## src/rtl/vt52_pkg.sv

```systemverilog
// rtl/vt52_pkg.sv - ASCII constants and flow-control state encodings shared by the VT52 receive path
package vt52_pkg;

  localparam logic [7:0] ASCII_NUL  = 8'h00;
  localparam logic [7:0] ASCII_BS   = 8'h08;
  localparam logic [7:0] ASCII_TAB  = 8'h09;
  localparam logic [7:0] ASCII_LF   = 8'h0A;
  localparam logic [7:0] ASCII_CR   = 8'h0D;
  localparam logic [7:0] ASCII_XON  = 8'h11;
  localparam logic [7:0] ASCII_XOFF = 8'h13;
  localparam logic [7:0] ASCII_ESC  = 8'h1B;
  localparam logic [7:0] ASCII_DEL  = 8'h7F;

  typedef enum logic [1:0] {
    FLOW_ON        = 2'd0,
    FLOW_SEND_XOFF = 2'd1,
    FLOW_OFF       = 2'd2,
    FLOW_SEND_XON  = 2'd3
  } flow_state_e;

endpackage

```

## src/rtl/byte_fifo_mem.sv

```systemverilog
// rtl/byte_fifo_mem.sv - DEPTH x 8 byte storage, synchronous write, asynchronous read
module byte_fifo_mem #(
  parameter int DEPTH     = 16,
  parameter int ADDR_BITS = 4
) (
  input  logic                 clk,
  input  logic                 we,
  input  logic [ADDR_BITS-1:0] waddr,
  input  logic [7:0]           wdata,
  input  logic [ADDR_BITS-1:0] raddr,
  output logic [7:0]           rdata
);

  logic [7:0] mem [DEPTH];

  always_ff @(posedge clk) begin
    if (we) mem[waddr] <= wdata;
  end

  assign rdata = mem[raddr];

endmodule

```

## src/rtl/rx_byte_fifo.sv

```systemverilog
// rtl/rx_byte_fifo.sv - UART rx byte FIFO with NUL/DEL filtering and optional XON/XOFF throttling
// Define RX_FIFO_XONXOFF_EN to build the XON/XOFF flow-control FSM.
module rx_byte_fifo
  import vt52_pkg::*;
#(
  parameter int DEPTH      = 16,
  parameter int ADDR_BITS  = 4,
  parameter int XOFF_LEVEL = 12,
  parameter int XON_LEVEL  = 4
) (
  input  logic       clk,
  input  logic       clr,
  input  logic [7:0] in_data,
  input  logic       in_valid,
  output logic [7:0] out_data,
  output logic       out_valid,
  input  logic       out_ready,
  output logic [7:0] tx_data,
  output logic       tx_valid,
  input  logic       tx_ready,
  output logic       overflow,
  output logic       xoff_active
);

  localparam logic [ADDR_BITS:0] CNT_FULL = (ADDR_BITS+1)'(DEPTH);

  logic [ADDR_BITS-1:0] wr_ptr, rd_ptr;
  logic [ADDR_BITS:0]   count;
  logic [7:0]           rdata;
  logic                 is_fill, wr_req, full, do_push, do_pop;

  assign is_fill = (in_data == ASCII_NUL) || (in_data == ASCII_DEL);
  assign wr_req  = in_valid && !is_fill;
  assign full    = (count == CNT_FULL);
  assign do_pop  = out_valid && out_ready;
  // A pop in the same cycle frees the slot, so a full FIFO still accepts.
  assign do_push = wr_req && (!full || do_pop);

  always_ff @(posedge clk) begin
    if (clr) begin
      wr_ptr   <= '0;
      rd_ptr   <= '0;
      count    <= '0;
      overflow <= 1'b0;
    end else begin
      if (do_push) wr_ptr <= wr_ptr + 1'b1;
      if (do_pop)  rd_ptr <= rd_ptr + 1'b1;
      case ({do_push, do_pop})
        2'b10:   count <= count + 1'b1;
        2'b01:   count <= count - 1'b1;
        default: count <= count;
      endcase
      if (wr_req && full && !do_pop) overflow <= 1'b1;
    end
  end

  byte_fifo_mem #(
    .DEPTH     (DEPTH),
    .ADDR_BITS (ADDR_BITS)
  ) u_mem (
    .clk   (clk),
    .we    (do_push && !clr),
    .waddr (wr_ptr),
    .wdata (in_data),
    .raddr (rd_ptr),
    .rdata (rdata)
  );

  assign out_valid = (count != '0);
  // Storage is never reset, so present zero rather than stale contents when empty.
  assign out_data  = out_valid ? rdata : 8'h00;

`ifdef RX_FIFO_XONXOFF_EN
  localparam logic [ADDR_BITS:0] XOFF_CNT = (ADDR_BITS+1)'(XOFF_LEVEL);
  localparam logic [ADDR_BITS:0] XON_CNT  = (ADDR_BITS+1)'(XON_LEVEL);

  flow_state_e state, state_nx;
  logic        tx_valid_nx, xoff_nx;
  logic [7:0]  tx_data_nx;

  always_ff @(posedge clk) begin
    if (clr) begin
      state       <= FLOW_ON;
      tx_valid    <= 1'b0;
      tx_data     <= 8'h00;
      xoff_active <= 1'b0;
    end else begin
      state       <= state_nx;
      tx_valid    <= tx_valid_nx;
      tx_data     <= tx_data_nx;
      xoff_active <= xoff_nx;
    end
  end

  always_comb begin
    state_nx    = state;
    xoff_nx     = xoff_active;
    tx_valid_nx = 1'b0;
    tx_data_nx  = 8'h00;
    case (state)
      FLOW_ON:        if (count >= XOFF_CNT) state_nx = FLOW_SEND_XOFF;
      FLOW_SEND_XOFF: if (tx_ready) begin
                        state_nx = FLOW_OFF;
                        xoff_nx  = 1'b1;
                      end
      FLOW_OFF:       if (count <= XON_CNT) state_nx = FLOW_SEND_XON;
      FLOW_SEND_XON:  if (tx_ready) begin
                        state_nx = FLOW_ON;
                        xoff_nx  = 1'b0;
                      end
      default:        state_nx = FLOW_ON;
    endcase
    // tx outputs are registered from the upcoming state so they track it with no extra cycle.
    if (state_nx == FLOW_SEND_XOFF) begin
      tx_valid_nx = 1'b1;
      tx_data_nx  = ASCII_XOFF;
    end else if (state_nx == FLOW_SEND_XON) begin
      tx_valid_nx = 1'b1;
      tx_data_nx  = ASCII_XON;
    end
  end
`else
  localparam bit unused_flow_levels = (XON_LEVEL < XOFF_LEVEL);
  logic unused_tx_ready;

  assign unused_tx_ready = tx_ready;
  assign tx_valid        = 1'b0;
  assign tx_data         = 8'h00;
  assign xoff_active     = 1'b0;
`endif

endmodule

```

## config.mk

```make
export PLATFORM = sky130hd
export DESIGN_NAME = rx_byte_fifo
export DESIGN_NICKNAME = d
export VERILOG_FILES = /design/src/rtl/vt52_pkg.sv /design/src/rtl/byte_fifo_mem.sv /design/src/rtl/rx_byte_fifo.sv
export SDC_FILE = /design/constraint.sdc
export NUM_CORES = 1
export LEC_CHECK = 0
export ABC_AREA = 0
export BUFFER_PORTS_ARGS = -buffer_cell sky130_fd_sc_hd__buf_2
export CORE_UTILIZATION = 56
export CTS_BUF_LIST = sky130_fd_sc_hd__clkbuf_4 sky130_fd_sc_hd__clkbuf_8
export CTS_CLUSTER_SIZE = 30
export DETAILED_ROUTE_END_ITERATION = 7
export PLACE_DENSITY_LB_ADDON = 0.3
export SETUP_SLACK_MARGIN = 0.05
export SYNTH_ARGS = -nofsm -noshare
export SYNTH_HDL_FRONTEND = slang
export SYNTH_HIERARCHICAL = 1
export SYNTH_SLANG_ARGS = --single-unit
```

## constraint.sdc

```tcl
create_clock -name clk -period 3.6 [get_ports clk]
set_input_delay 0.18 -clock clk [delete_from_list [all_inputs] [get_ports clk]]
set_output_delay 0.18 -clock clk [all_outputs]
set_load 0.005 [all_outputs]
```

Word level (Yosys, flattened, before mapping)
Memories as Yosys holds them, arrays and structs flattened. A register that Yosys moved wholly into a read port is not among the register bits.
Cells that the tools add are included.

word-level totals
  register bits after elaboration = 14
  input bits = 13
  memories = 1
  word-level logic and storage cells = 34
  memory bits (writable) = 128
  output and inout port bits = 20

operators by class
  muxes and demuxes = 6
  add/sub/neg operators = 4
  equality and inequality tests = 4
  reductions and logical operators = 15

memory list
  memory     words  width  rd ports  clocked after memory_dff  wr ports  line                 RTL
  u_mem.mem  16     8      1         1                         1         byte_fifo_mem.sv:14  logic [7:0] mem [DEPTH];

operators by type and width
  cell                                                                count
  5-bit case mux with 2 select lines                                  1
  4-bit by 1-bit adder with 4-bit output, second input constant       2
  8-bit by 7-bit == test with 1-bit output, second input constant     1
  8-bit logical NOT                                                   1
  4-bit two-way mux                                                   2
  8-bit two-way mux                                                   1
  1-bit logical AND                                                   6
  5-bit by 1-bit adder with 5-bit output, second input constant       1
  5-bit == test, second input constant                                1
  5-bit nonzero test                                                  1
  5-bit by 1-bit subtractor with 5-bit output, second input constant  1
  1-bit logical NOT                                                   4
  2-bit by 1-bit == test with 1-bit output, second input constant     1
  2-bit == test, second input constant                                1
  1-bit logical OR                                                    2
  1-bit two-way mux                                                   2
  2-bit nonzero test                                                  1

Logic depth before layout (Yosys ltp)
Gate-level depths: netlist of the first run.

  depth in word-level cells = 8
  mapped depth = 11
  gate-level depth less buffers = 10

By module
The synthesis of the first run kept the hierarchy.

by module, submodules not included
  module         cells an instance  times used  area an instance (sq um)  seq. area each (sq um)
  byte_fifo_mem  221                1           4987.3                    3843.7
  rx_byte_fifo   109                1           947.2                     280.3

Worst setup path before layout of the first run
No wires, ideal clock.

  path type = register -> register
  start = register count[0]
  end = register count[4]
  required time = 3477 ps
  path buffers = 1
  cell stages (with the launch flop) = 10
  period minus slack after synthesis = 2932 ps
  setup time = 123 ps
  slack = 668 ps
  arrival = 2809 ps
  cells stage by stage = dfxtp_1 or4_4 o21ai_2 a21oi_1 clkbuf_1 ha_1 a21o_1 a21oi_1 mux2i_4 mux2_1

on the way
  longest elaborated chain between the ends = 6
  elaborated cells between the ends (all ways) = 12
  those cells by class = add/sub (2); eq/ne (3); mux (1); reduce/logical (6)

ends and longest elaborated chain
  item                                                                              line                                    RTL
  start: declaration                                                                rx_byte_fifo.sv:28                      logic [ADDR_BITS:0] count;
  start signal: assignment                                                          rx_byte_fifo.sv:49                      2'b10: count <= count + 1'b1;
  start signal: assignment                                                          rx_byte_fifo.sv:50                      2'b01: count <= count - 1'b1;
  start signal: assignment                                                          rx_byte_fifo.sv:51                      default: count <= count;
  5-bit == test / 5-bit nonzero test (equally long branches)                        rx_byte_fifo.sv:34, rx_byte_fifo.sv:69
  1-bit logical NOT / 1-bit logical AND (equally long branches)                     rx_byte_fifo.sv:37, rx_byte_fifo.sv:35
  1-bit logical OR                                                                  rx_byte_fifo.sv:37                      assign do_push = wr_req && (!full || do_pop);
  1-bit logical AND                                                                 rx_byte_fifo.sv:37
  2-bit by 1-bit == test with 1-bit output / 2-bit == test (equally long branches)  rx_byte_fifo.sv:48                      case ({do_push, do_pop})
  5-bit case mux with 2 select lines / 2-bit nonzero test (equally long branches)   n/a

Parallel ways exist; a longest one is shown, timed or not.
A chain may end at the register's enable or synchronous reset.

Worst setup path after layout of the first run
Same ends and word-level chain as after synthesis.

==> results.toml, run 1 <==
[synthesis]
synth-seq-cells = 142
syn-cell-area_um2 = 5934
synth_top_area_share_pct = 64.77
ys_seq_area_share_pct = 69.49
syn_inst = 330
synth_edf_count = 128
yosys_warnings = 6
ys_async_sr_fraction_pct = 0
synth_top_area_cell = "edfxtp_1"
ys.flop_type = "edfxtp_1"
yosysUniqueCellTypes = 46
ys_top_cells_by_area = "edfxtp_1, mux4_2, mux4_1, dfxtp_1, a22oi_1"
syn_area_per_cell_um2 = 17.98

[drt]
drt_pass1_iterations = 5
drt-initial-drc-count = 189
final_antenna_net_count = 0
vias = 3085
wl_per_cell_um = 21.37
drc_errors = 0
routed_via_density = 5.899
wl_um = 11170

[finish]
fill_cells = 743
area.growth.synth_to_final_pct = 11.85
layout_commonest_cell = "edfxtp_1"
stdcell_count = 523
final_area_um2 = 6638
fin_util_pct = 64.58
antenna_cells = 0
fin_nets = 393
drive_gt1_share_pct = 24.81
most-common-layout-cells = "edfxtp_1, nor2_1, buf_2"

[placement]
place.gp.congestion = 0.7994
post-dp-hpwl_um = 7107
dp.cells = 491
place_ws_ns = 0.6386
place_area_um2 = 6212
portBuffers = 21

[pwr]
leakagePower_nw = 2.264
ir_drop_v = 0.0003257
p_per_area_nw_per_um2 = 627.6

[grt]
antenna_found_initial = 0
grt_pass1_wl_um = 17020
grt_use_total_pct = 21.86
grt_max_degree = 36
overflow = 0
first_global_vias = 3067

[clock_network]
cts.repair.resized = 0
hold_buffers = 0
cts_buffers = 17
clk_pin_slew_ns = 0.08
cts_tree = "yes"
post-cts-setup-buffer-count = 0
htreeDepth = 4
cts_max_path_buffers = 2
clock-sinks = 142
clock_latency_ns = 0.43
root_buffer = "clkbuf_8"

[worst_setup_path]
crit_type = "flip-flop to flip-flop"
crit_arrival_ns = 3.26
crit_required_ns = 3.92
cp_slowest_stage_delay_ns = 0.56
path_delay_family = "compound AO/OA/AOI/OAI gates"
cp_slowest_cell = "or4_4"
critPathLaunchType = "flip-flop"
worst-path-buf-inv = 1
cp-end-kind = "flip-flop"
path_cells = "or4_4 -> o21ai_2 -> a21oi_1 -> buf_4 -> ha_1 -> a21o_1 -> a21oi_1 -> mux2i_4 -> mux2_1"
crit_path_frequent_cell = "a21oi_1"
path_max_fanout = 13

[sta]
drv_slew = 0
setup_ws_ns = 0.6553
fmax_ghz = 0.3396
tightest_slew_ns = 0.9730
slew_headroom_pct = 34.89
grt_setup_unrepaired = "false"
final_hold_viol_count = 0
clock_skew_ns = 0.008409
setup_viol_count_final = 0
final.setup.tns_ns = 0
min_period_ns = 2.945
period_share_pct = 81.80

[die]
die_x_um = 104.9
dieArea_um2 = 11010
start_util_pct = 57.74
core_um2 = 10280
io_pins = 33
die-height_um = 104.9
rows = 37

[worst_hold_path]
hold_path_class = "primary input to flip-flop"

[flow_run]
max-cap-violations = 0

[outcome]
outcome = "completed"
cell families after synthesis:
family                     Yosys count  synth area share [%]
buffers and inverters               32                 3.605
muxes                               36                 13.94
other                                1               0.06319
and+or+nand+nor                     72                 6.430
DFF                                142                 69.49
AOI/OAI and AO/OA                   35                 4.196
xor gates and xnor gates             6                0.8857
adders and majority gates            6                 1.392
cells in the mapped netlist (all sizes together), types with 4 or more instances:
master  instances
o21ai           5
edfxtp        128
nor3            5
nand3           4
mux4           32
ha              5
a22oi          16
nor2b          10
a21oi           5
dfxtp          14
buf            18
inv             9
nand2          11
nor2           24
stage by stage:
stage	total power, mW	hold slack (ns)
global route	4.333	0.1041
global placement	2.858	0.4700
CTS	4.199	0.08535
floorplan	2.633	0.2495
detailed placement	2.881	0.4904
finish	4.166	0.1061
worst paths after layout:
kind	depth (start not counted)	slack [ns]	start	to
max	9	0.66	count[0]	count[4]
min	2	0.11	clr	wr_ptr[1]
max reg2reg	9	0.66	count[0]	count[4]
min reg2reg	2	0.49	count[2]	count[2]
routing by layer:
metal | global-route usage (%) | vias up | part of all wire [%]
met5 | 0 | - | 0
met4 | 8.954 | 0 | 1.1
met3 | 4.741 | 8 | 5.2
met2 | 35.43 | 109 | 51
met1 | 29.03 | 1573 | 43
li1 | - | 1395 | -
power by group:
group	switching, mW	leakage (nW)	internal [mW]	total [mW]
clock network	0.563	0.220	0.773	1.34
registers	0.0673	1.27	1.85	1.91
logic	0.447	0.777	0.470	0.917
registers in the layout, summed over array words and instances (netlist names):
name and count:
overflow 1, wr_ptr 4, u_mem/mem 128, count 5, rd_ptr 4
cell type report:
cell class / count / area (um2) / area share (%)
multi-input cells: 165 / 1630 / 24.56
well taps: 136 / 170.2 / 2.564
clock inverters: 12 / 168.9 / 2.545
flip-flops and latches: 142 / 4125 / 62.15
repair buffers: 39 / 252.7 / 3.808
clock buffers: 20 / 256.5 / 3.864
inverters: 9 / 33.78 / 0.5090
No activity file was read; power rests on OpenSTA's default activity.
==> inputs of run 2 (changes only) <==
==> constraint.sdc (replaced) <==
create_clock -name clk -period 2.7 [get_ports clk]
set_input_delay 0.135 -clock clk [delete_from_list [all_inputs] [get_ports clk]]
set_output_delay 0.135 -clock clk [all_outputs]
set_load 0.005 [all_outputs]
==> results.toml, run 2 (synthesis results as in run 1) <==
[finish]
fin_util_pct = 65.77
top_regs = "u_mem/mem: 128 flops, count: 5 flops"
stdcell_count = 527
largest_reg_flops = 128
layout_commonest_cell = "edfxtp_1"
final_area_um2 = 6759
fin_nets = 397
area.growth.synth_to_final_pct = 13.89
fill_cells = 720
antenna_cells = 0
top_register = "u_mem/mem"
drive_gt1_share_pct = 27.62
most-common-layout-cells = "edfxtp_1, nor2_1, buf_2"

[flow_run]
max-cap-violations = 0

[worst_hold_path]
hold_path_end = "u_mem/mem[13][0]"
holdPathStages = 1
holdCritStartpoint = "in_data[0]"
hold_path_class = "primary input to flip-flop"

[grt]
antenna_found_initial = 0
overflow = 0
grt_use_total_pct = 22.78
grt_pass1_wl_um = 17490
grt_max_degree = 34
first_global_vias = 3168

[clock_network]
clock_latency_ns = 0.42
root_buffer = "clkbuf_8"
hold_buffers = 0
cts_buffers = 17
clock-sinks = 142
htreeDepth = 4
cts_max_path_buffers = 2
cts_tree = "yes"
clk_pin_slew_ns = 0.08

[worst_setup_path]
regToRegEndpoint = "count[4]"
reg2reg_depth = 10
critPathLaunchType = "flip-flop"
crit_arrival_ns = 2.86
reg2reg_from = "count[1]"
crit_required_ns = 3.01
path_max_fanout = 6
cp-end-kind = "flip-flop"
rrSetupSlack_ns = 0.15
crit_type = "flip-flop to flip-flop"

[drt]
drc_errors = 0
vias = 3044
routed_via_density = 5.776
wl_um = 11450
drt-initial-drc-count = 208
final_antenna_net_count = 0
wl_per_cell_um = 21.72
drt_pass1_iterations = 4

[pwr]
p_switching_mw = 1.531
combPwrFrac_pct = 23.7
p_int_mw = 4.297
switching_share_pct = 26.27
leakagePower_nw = 2.288
seqPwrFrac_pct = 43.9
p_per_area_nw_per_um2 = 862.3
power_frac_clock_pct = 32.4
ir_drop_v = 0.0004939

[outcome]
outcome = "completed"

[sta]
grt_setup_unrepaired = "false"
slew_headroom_pct = 33.70
period_share_pct = 94.47
final_hold_viol_count = 0
final.setup.tns_ns = 0
clock_skew_ns = 0.007561
tightest_slew_ns = 0.9909
min_period_ns = 2.551
setup_viol_count_final = 0
drv_slew = 0
fmax_ghz = 0.3921

[die]
start_util_pct = 57.74
die_x_um = 104.9
die-height_um = 104.9
rows = 37
dieArea_um2 = 11010
core_um2 = 10280
io_pins = 33

[placement]
portBuffers = 21
place_area_um2 = 6285
place.gp.congestion = 0.7818
dp.cells = 495
post-dp-hpwl_um = 7268
## run 2: changes by cell type in the layout (fill, tap and decap cells not counted), moves of 2 or more
cell	delta
clkinvlp_4	+3
clkbuf_4	-2
clkinv_1	-2
a21oi_1	-2
buf_4	+2
## run 2: final cells by class
class | instances | area [um2] | area share (%)
inverters | 9 | 33.78 | 0.4998
well taps | 136 | 170.2 | 2.518
multi-input cells | 165 | 1668 | 24.68
clock inverters | 14 | 217.7 | 3.221
repair buffers | 43 | 299.0 | 4.424
clock buffers | 18 | 241.5 | 3.573
flip-flops and latches | 142 | 4129 | 61.09
## run 2: power by group through the flow
stage | logic [mW] | registers (mW) | clock network [mW]
2_1_floorplan | 0.990 | 2.56 | 0
4_1_cts | 1.39 | 2.55 | 1.92
6_report | 1.38 | 2.56 | 1.89
3_3_place_gp | 1.34 | 2.59 | 0
3_5_place_dp | 1.38 | 2.60 | 0
5_1_grt | 1.49 | 2.57 | 2.01
## run 2: worst max-delay path by stage
stage | startpoint | end | cells after the start
final | count[1] | count[4] | 10
after floorplan | count[3] | count[4] | 11
after global placement | in_data[0] | count[4] | 9
after global routing | count[1] | count[4] | 10
after detailed placement | count[3] | count[4] | 10
after CTS | rd_ptr[0] | out_data[3] | 6
## run 2: worst max-delay path, stage by stage, from the launching register on
cell and delay, ns:
dfxtp_2 0.34, or4_4 0.57, o21ai_4 0.18, a21oi_4 0.08
inv_2 0.08, fa_2 0.21, inv_1 0.04, a21o_1 0.16
a21oi_2 0.20, mux2i_4 0.25, mux2_1 0.32
## run 2: stage by stage
| stage | hold WS, ns | power, mW | setup WS [ns] |
|---|---|---|---|
| CTS | 0.04610 | 5.859 | 0.1051 |
| floorplan | 0.2045 | 3.552 | 0.05995 |
| global route | 0.04002 | 6.075 | 0.06413 |
| finish | 0.05195 | 5.828 | 0.1493 |
| global placement | 0.4762 | 3.935 | 0.1891 |
| detailed placement | 0.4970 | 3.984 | 0.1274 |
## run 2: what timing repair did
item / 4_1_cts / 5_1_grt
endpoints found under the hold margin: 0 / 0
setup buffers: 0 / 0
endpoints found under the setup margin: 0 / 3
resized for setup: 0 / 5
## run 2: routing by layer
metal | vias up | global-route usage, % | share of wire (%)
met2 | 103 | 39.03 | 53
met3 | 12 | 5.053 | 5.7
met1 | 1531 | 28.79 | 40
met5 | - | 0 | 0
met4 | 0 | 8.048 | 1.2
li1 | 1398 | - | -
